$ cat src/rtl/mips_pkg.sv
// Shared definitions for the MEM pipeline stage: FSM state encoding,
// default widths/timeout and a small alignment helper.
package mips_pkg;

    localparam int DW_DEFAULT      = 32;
    localparam int TIMEOUT_DEFAULT = 16;
    localparam int REG_IDX_W       = 5;

    // Memory access sequencer states.
    typedef enum logic {
        IDLE = 1'b0,
        WAIT = 1'b1
    } mem_state_e;

    // A word access is misaligned when either byte-offset bit is set.
    function automatic logic is_misaligned(input logic [1:0] lsb);
        return (lsb != 2'b00);
    endfunction

endpackage

$ cat src/rtl/MEMWB_reg.sv
// MEM/WB pipeline register. "bubble" clears the write-back controls so the
// WB stage does nothing; "load" captures a new result. read_data is only
// replaced when rdata_load is also set, so stores and ALU ops keep the last
// loaded value.
module MEMWB_reg
    import mips_pkg::*;
#(
    parameter int DW = DW_DEFAULT
) (
    input  logic                 clk,
    input  logic                 rst_n,
    input  logic                 load,
    input  logic                 bubble,
    input  logic                 rdata_load,
    input  logic                 memtoreg_in,
    input  logic                 regwrite_in,
    input  logic [DW-1:0]        alu_result_in,
    input  logic [DW-1:0]        read_data_in,
    input  logic [REG_IDX_W-1:0] reg_dest_in,
    output logic                 memtoreg_out,
    output logic                 regwrite_out,
    output logic [DW-1:0]        alu_result_out,
    output logic [DW-1:0]        read_data_out,
    output logic [REG_IDX_W-1:0] reg_dest_out
);

    logic                 memtoreg_q, memtoreg_d;
    logic                 regwrite_q, regwrite_d;
    logic [DW-1:0]        alu_result_q, alu_result_d;
    logic [DW-1:0]        read_data_q, read_data_d;
    logic [REG_IDX_W-1:0] reg_dest_q, reg_dest_d;

    // Next-value selection: bubble wins over load; otherwise hold.
    always_comb begin
        memtoreg_d   = memtoreg_q;
        regwrite_d   = regwrite_q;
        alu_result_d = alu_result_q;
        read_data_d  = read_data_q;
        reg_dest_d   = reg_dest_q;
        if (bubble) begin
            memtoreg_d = 1'b0;
            regwrite_d = 1'b0;
        end else if (load) begin
            memtoreg_d   = memtoreg_in;
            regwrite_d   = regwrite_in;
            alu_result_d = alu_result_in;
            reg_dest_d   = reg_dest_in;
            if (rdata_load) begin
                read_data_d = read_data_in;
            end
        end
    end

    // Register bank with asynchronous clear.
    always_ff @(posedge clk or negedge rst_n) begin
        if (!rst_n) begin
            memtoreg_q   <= 1'b0;
            regwrite_q   <= 1'b0;
            alu_result_q <= '0;
            read_data_q  <= '0;
            reg_dest_q   <= '0;
        end else begin
            memtoreg_q   <= memtoreg_d;
            regwrite_q   <= regwrite_d;
            alu_result_q <= alu_result_d;
            read_data_q  <= read_data_d;
            reg_dest_q   <= reg_dest_d;
        end
    end

    assign memtoreg_out   = memtoreg_q;
    assign regwrite_out   = regwrite_q;
    assign alu_result_out = alu_result_q;
    assign read_data_out  = read_data_q;
    assign reg_dest_out   = reg_dest_q;

endmodule

$ cat src/rtl/mem_stage.sv
// MEM pipeline stage. Branch resolution is purely combinational. Loads and
// stores are latched in IDLE and issued to the data memory from WAIT, where
// the request is held stable until dmem_ack or until TIMEOUT cycles pass.
// Misaligned accesses and timeouts are squashed into a bubble and flagged
// with a one-cycle mem_err pulse.
//
// Memory handshake: dmem_req is high exactly while the sequencer is in WAIT,
// with dmem_addr/dmem_wdata/dmem_we stable for the whole request; the
// transfer completes in the first WAIT cycle that sees dmem_ack=1 (rdata is
// taken in that same cycle). dmem_ack outside WAIT is ignored.
module mem_stage
    import mips_pkg::*;
#(
    parameter int TIMEOUT = TIMEOUT_DEFAULT,
    parameter int DW      = DW_DEFAULT
) (
    input  logic                 clk,
    input  logic                 rst_n,
    input  logic                 MemtoReg_in,
    input  logic                 RegWrite_in,
    input  logic                 MemRead_in,
    input  logic                 MemWrite_in,
    input  logic                 Branch_in,
    input  logic                 zero_in,
    input  logic [DW-1:0]        add_result_in,
    input  logic [DW-1:0]        alu_result_in,
    input  logic [DW-1:0]        read_data_2_in,
    input  logic [REG_IDX_W-1:0] register_dest_in,
    output logic                 dmem_req,
    output logic                 dmem_we,
    output logic [DW-1:0]        dmem_addr,
    output logic [DW-1:0]        dmem_wdata,
    input  logic                 dmem_ack,
    input  logic [DW-1:0]        dmem_rdata,
    output logic                 pc_src,
    output logic [DW-1:0]        branch_target,
    output logic                 stall,
    output logic                 mem_err,
    output logic                 MemtoReg_out,
    output logic                 RegWrite_out,
    output logic [DW-1:0]        read_data_out,
    output logic [DW-1:0]        alu_result_out,
    output logic [REG_IDX_W-1:0] register_dest_out,
    output logic                 state_dbg
);

    localparam int CW = $clog2(TIMEOUT + 1);
    localparam logic [CW-1:0] CNT_LAST = CW'(TIMEOUT - 1);

    mem_state_e           state_q, state_d;
    logic [CW-1:0]        cnt_q, cnt_d;
    logic [DW-1:0]        addr_q, addr_d;
    logic [DW-1:0]        wdata_q, wdata_d;
    logic                 we_q, we_d;
    logic                 memtoreg_q, memtoreg_d;
    logic                 regwrite_q, regwrite_d;
    logic [REG_IDX_W-1:0] dest_q, dest_d;
    logic                 err_q, err_d;

    logic                 mem_op;
    logic                 misaligned;
    logic                 stall_raw;
    logic                 req;
    logic                 wb_load;
    logic                 wb_bubble;
    logic                 wb_rdata_load;
    logic                 wb_memtoreg;
    logic                 wb_regwrite;
    logic [DW-1:0]        wb_alu;
    logic [REG_IDX_W-1:0] wb_dest;

    assign mem_op     = MemRead_in | MemWrite_in;
    assign misaligned = is_misaligned(alu_result_in[1:0]);

    // Branch resolution needs no state.
    assign pc_src        = Branch_in & zero_in;
    assign branch_target = add_result_in;

    // Sequencer next state, access latches, stall and MEM/WB steering.
    always_comb begin
        state_d       = state_q;
        cnt_d         = cnt_q;
        addr_d        = addr_q;
        wdata_d       = wdata_q;
        we_d          = we_q;
        memtoreg_d    = memtoreg_q;
        regwrite_d    = regwrite_q;
        dest_d        = dest_q;
        err_d         = 1'b0;
        stall_raw     = 1'b0;
        req           = 1'b0;
        wb_load       = 1'b0;
        wb_bubble     = 1'b0;
        wb_rdata_load = 1'b0;
        wb_memtoreg   = MemtoReg_in;
        wb_regwrite   = RegWrite_in;
        wb_alu        = alu_result_in;
        wb_dest       = register_dest_in;

        case (state_q)
            IDLE: begin
                if (!mem_op) begin
                    wb_load = 1'b1;
                end else if (misaligned) begin
                    wb_bubble = 1'b1;
                    err_d     = 1'b1;
                end else begin
                    // Read+write together is treated as a write.
                    addr_d     = alu_result_in;
                    wdata_d    = read_data_2_in;
                    we_d       = MemWrite_in;
                    memtoreg_d = MemtoReg_in;
                    regwrite_d = RegWrite_in;
                    dest_d     = register_dest_in;
                    cnt_d      = '0;
                    stall_raw  = 1'b1;
                    wb_bubble  = 1'b1;
                    state_d    = WAIT;
                end
            end
            WAIT: begin
                req = 1'b1;
                if (dmem_ack) begin
                    wb_load       = 1'b1;
                    wb_memtoreg   = memtoreg_q;
                    wb_regwrite   = regwrite_q;
                    wb_alu        = addr_q;
                    wb_dest       = dest_q;
                    wb_rdata_load = ~we_q;
                    cnt_d         = '0;
                    state_d       = IDLE;
                end else if (cnt_q == CNT_LAST) begin
                    // Last allowed cycle: release upstream and abandon.
                    wb_bubble = 1'b1;
                    err_d     = 1'b1;
                    cnt_d     = '0;
                    state_d   = IDLE;
                end else begin
                    stall_raw = 1'b1;
                    cnt_d     = cnt_q + 1'b1;
                end
            end
            default: begin
                state_d = IDLE;
            end
        endcase
    end

    // Sequencer and access latches with asynchronous clear.
    always_ff @(posedge clk or negedge rst_n) begin
        if (!rst_n) begin
            state_q    <= IDLE;
            cnt_q      <= '0;
            addr_q     <= '0;
            wdata_q    <= '0;
            we_q       <= 1'b0;
            memtoreg_q <= 1'b0;
            regwrite_q <= 1'b0;
            dest_q     <= '0;
            err_q      <= 1'b0;
        end else begin
            state_q    <= state_d;
            cnt_q      <= cnt_d;
            addr_q     <= addr_d;
            wdata_q    <= wdata_d;
            we_q       <= we_d;
            memtoreg_q <= memtoreg_d;
            regwrite_q <= regwrite_d;
            dest_q     <= dest_d;
            err_q      <= err_d;
        end
    end

    // stall must drop the moment reset asserts, even with a mem op presented.
    assign stall      = stall_raw & rst_n;
    assign dmem_req   = req;
    assign dmem_we    = we_q & req;
    assign dmem_addr  = addr_q;
    assign dmem_wdata = wdata_q;
    assign mem_err    = err_q;
    assign state_dbg  = state_q;

    MEMWB_reg #(
        .DW(DW)
    ) u_memwb (
        .clk            (clk),
        .rst_n          (rst_n),
        .load           (wb_load),
        .bubble         (wb_bubble),
        .rdata_load     (wb_rdata_load),
        .memtoreg_in    (wb_memtoreg),
        .regwrite_in    (wb_regwrite),
        .alu_result_in  (wb_alu),
        .read_data_in   (dmem_rdata),
        .reg_dest_in    (wb_dest),
        .memtoreg_out   (MemtoReg_out),
        .regwrite_out   (RegWrite_out),
        .alu_result_out (alu_result_out),
        .read_data_out  (read_data_out),
        .reg_dest_out   (register_dest_out)
    );

endmodule

$ cat config.mk
export PLATFORM = sky130hd
export DESIGN_NAME = mem_stage
export DESIGN_NICKNAME = d
export VERILOG_FILES = /design/src/rtl/mips_pkg.sv /design/src/rtl/MEMWB_reg.sv /design/src/rtl/mem_stage.sv
export SDC_FILE = /design/constraint.sdc
export NUM_CORES = 1
export LEC_CHECK = 0
export ABC_CLOCK_PERIOD_IN_PS = 1800
export BUFFER_PORTS_ARGS = -buffer_cell sky130_fd_sc_hd__buf_2
export CAP_MARGIN = 20
export CORE_MARGIN = 1.5
export CORE_UTILIZATION = 40
export DETAILED_ROUTE_END_ITERATION = 7
export PLACE_DENSITY = 0.75
export SYNTH_ARGS = -nofsm -noshare
export SYNTH_HDL_FRONTEND = slang
export SYNTH_SLANG_ARGS = --single-unit
$ cat constraint.sdc
create_clock -name clk -period 1.8 [get_ports clk]
set_input_delay 0.27 -clock clk [delete_from_list [all_inputs] [get_ports clk]]
set_output_delay 0.27 -clock clk [all_outputs]
set_load 0.005 [all_outputs]
==> impl_metrics.yaml <==
status:
  status: "finished with violations"
  violations: "setup timing"
die:
  rows: 47
  die_x_um: 133
  core_um2: 16600
  die_h_um: 133
  pin_count: 315
  initial_utilization_pct: 41.0
  die_area_um2: 17800
cts:
  cts_root_buf: "clkbuf_16"
  h-tree-depth: 4
  clkSinkCount: 150
  cts_tree: "built"
  worstSkewPairLatency_ns: 0.41
  cts_made_buffers: 17
  clkTransAtPathRegs_ns: 0.07
  clk_path_buf_depth: 2
pwr:
  irDropWorstVdd_mv: 0.671
  swShare_pct: 28.5
  p_seq_share_pct: 43.2
  clkPwrFrac_pct: 31.0
  p_int_mw: 7.97
  p_per_area_nw_per_um2: 1290
  combPwrFrac_pct: 25.8
  p_leak_nw: 4.33
  power_switching_mw: 3.17
logic_synthesis:
  synthDistinctLibCells: 31
  synth_edf_count: 0
  synth-seq-cells: 150
  ys.warnings.count: 0
  yosys-top-cells-area: "dfrtp_1 (55%), mux2_4 (21%), nand2_1 (4.2%)"
  yosysTopAreaCell: "dfrtp_1"
  ys.flop_type: "dfrtp_1"
  synth_seq_area_share_pct: 55.2
  synth_fp_nets: 649
  synth.cell_area_um2: 6800
  synthCells: 506
  yosys.area.top_type_share_pct: 55.2
  avgSynthCellArea_um2: 13.4
  async_flop_share_pct: 100
cells_and_area:
  fin_cells: 962
  synthToLayoutAreaGrowth_pct: 27.6
  n_antenna_cell: 0
  final_common_cell: "buf_2"
  layout-drive-gt1-share_pct: 55.9
  mostFrequentLayoutCells: "buf_2 (249), dfrtp_1 (150), mux2_4 (96)"
  fillerInstances: 1467
  layout.nets: 872
route:
  drt-initial-drc-count: 214
  postRouteAntennaNets: 0
  drc: 0
  route.final.wire_length_um: 16200
  firstDrtPassIters: 6
  via_count: 4760
  wl_per_cell_um: 16.9
  viasPerCell: 4.95
grt:
  antenna_found_initial: 0
  gr-total-overflow: 0
  grt_use_total_pct: 18.2
  grt_pass1_wl_um: 25500
  grt_max_degree: 96
  grt_pass1_vias: 4919
worst_setup_path:
  r2r_slack_ns: 0.09
  start_kind: "flip-flop"
  criticalPathCategory: "flip-flop to output pin"
  cp-startpoint: "cnt_q[1]$_DFFE_PN0P_"
  r2r_start: "state_dbg$_DFF_PN0_"
  required_ns: 1.53
  crit_fanout: 2
  reg2reg_depth: 5
  r2r-end: "dmem_wdata[13]$_DFFE_PN0P_"
  arrival_ns: 1.54
  end_kind: "output pin"
timing:
  maxSlewViolCount: 0
  fin_crit_sh_pct: 101
  finalSetupViolCount: 1
  rsz0062_at_grt: "yes"
  hold_viol_final: 0
  finClkSkew_ns: 0.00534
  fin_crit_ns: 1.81
  max_slew_margin_pct: 53.2
  clock.fmax_mhz: 553
  setup_ws_ns: -0.00911
  worst_pin_slew_ns: 0.703
  hold_ws_ns: 0.0829
placed_design:
  dp_cells: 922
  port_buffers: 250
  place_hpwl_um: 11000
  place_congestion: 0.758
worst_hold_path:
  hold_class: "primary input to flip-flop"
  hold_path_end: "u_memwb.read_data_out[31]$_DFFE_PN0P_"
  min_from: "dmem_rdata[31]"
  hold_depth: 2
job:
  drv_cap: 0
worst max-delay path: stages, from the launching register on:
cell and delay, ns:
dfrtp_1 0.40, ha_4 0.15, nand4b_1 0.12, and2_4 0.17, o21a_1 0.17, buf_2 0.12
cell usage after synthesis, types with 2 or more instances:
cell type  instances
a21oi_1            2
buf_6              5
o21a_1             2
nand2_1           76
buf_2              8
nor2b_1            3
clkbuf_1          10
mux2_2             6
a31oi_1           38
mux2_4            96
dfrtp_1          150
and2_1             5
or2_1              2
nand2b_1           2
a22o_1             4
nor3_1            38
o21ai_0            2
buf_4             37
buf_12             7
a21o_1             2
flip-flops by register name, indices dropped and copies added (netlist names):
signal                  flops
u_memwb.read_data_out      32
we_q                        1
u_memwb.memtoreg_out        1
cnt_q                       5
memtoreg_q                  1
u_memwb.alu_result_out     32
u_memwb.reg_dest_out        5
dmem_addr                  32
regwrite_q                  1
u_memwb.regwrite_out        1
state_dbg                   1
mem_err                     1
dest_q                      5
dmem_wdata                 32
cell families after synthesis:
kind of cell / count (synthesis) / synth area share [%]
flops: 150 / 55.2
simple gates: 132 / 8.87
mux: 102 / 22.2
buf+inv: 68 / 8.34
compound gates: 53 / 5.16
fa+ha+maj: 1 / 0.184
power groups by stage:
stage | registers, mW | clock network (mW) | logic (mW)
final | 4.82 | 3.45 | 2.88
after global routing | 4.93 | 3.71 | 3.11
after CTS | 4.81 | 3.54 | 2.91
after detailed placement | 4.85 | 0 | 2.88
after global placement | 4.81 | 0 | 2.79
after floorplan | 4.87 | 0 | 1.54
routing by layer:
layer	part of all wire (%)	wire length [um]	GRT usage (%)	vias up
li1	-	-	-	2180
met1	43	6930	23.3	2370
met2	49	7970	30.0	171
met3	6.2	1000	4.49	39
met4	2.0	324	7.00	0
met5	0	0	0	-
metrics by stage:
stage / setup slack [ns] / setup TNS, ns / power (mW) / cell area [um2] / util (%)
floorplan: 0.180 / 0 / 6.42 / 6800 / -
global placement: 0.134 / 0 / 7.60 / 7990 / 48.2
detailed placement: 0.0600 / 0 / 7.73 / 7990 / 48.2
CTS: 0.00186 / 0 / 11.3 / 8630 / 52.1
global route: -0.0838 / -0.0838 / 11.7 / 8670 / 52.3
finish: -0.00911 / -0.00911 / 11.1 / 8670 / 52.3
timing repair:
item | 4_1_cts | 5_1_grt
buffers inserted | 6 | 0
hold buffers | 1 | 0
endpoints found under the setup margin | 1 | 17
gates cloned | 0 | 1
resized for setup | 4 | 2
pin swaps | 3 | 0
hold endpoints to repair | 95 | 0
layout make-up:
cell class	count	area [um2]	area share, %
flip-flops and latches	150	3750	43.3
multi-input cells	288	2510	29.0
clock buffers	17	425	4.91
clock inverters	15	148	1.70
repair buffers	272	1550	17.9
well taps	220	275	3.18
how the worst max path moves through the flow:
stage / to / slack [ns] / cells past startpoint
finish: stall / -0.009 / 5
global route: stall / -0.08 / 5
CTS: stall / 0.002 / 4
detailed placement: dmem_wdata[15]$_DFFE_PN0P_ / 0.06 / 4
global placement: dmem_wdata[18]$_DFFE_PN0P_ / 0.13 / 4
floorplan: dest_q[0]$_DFFE_PN0P_ / 0.18 / 6
Power figures use the tool's default switching activity.
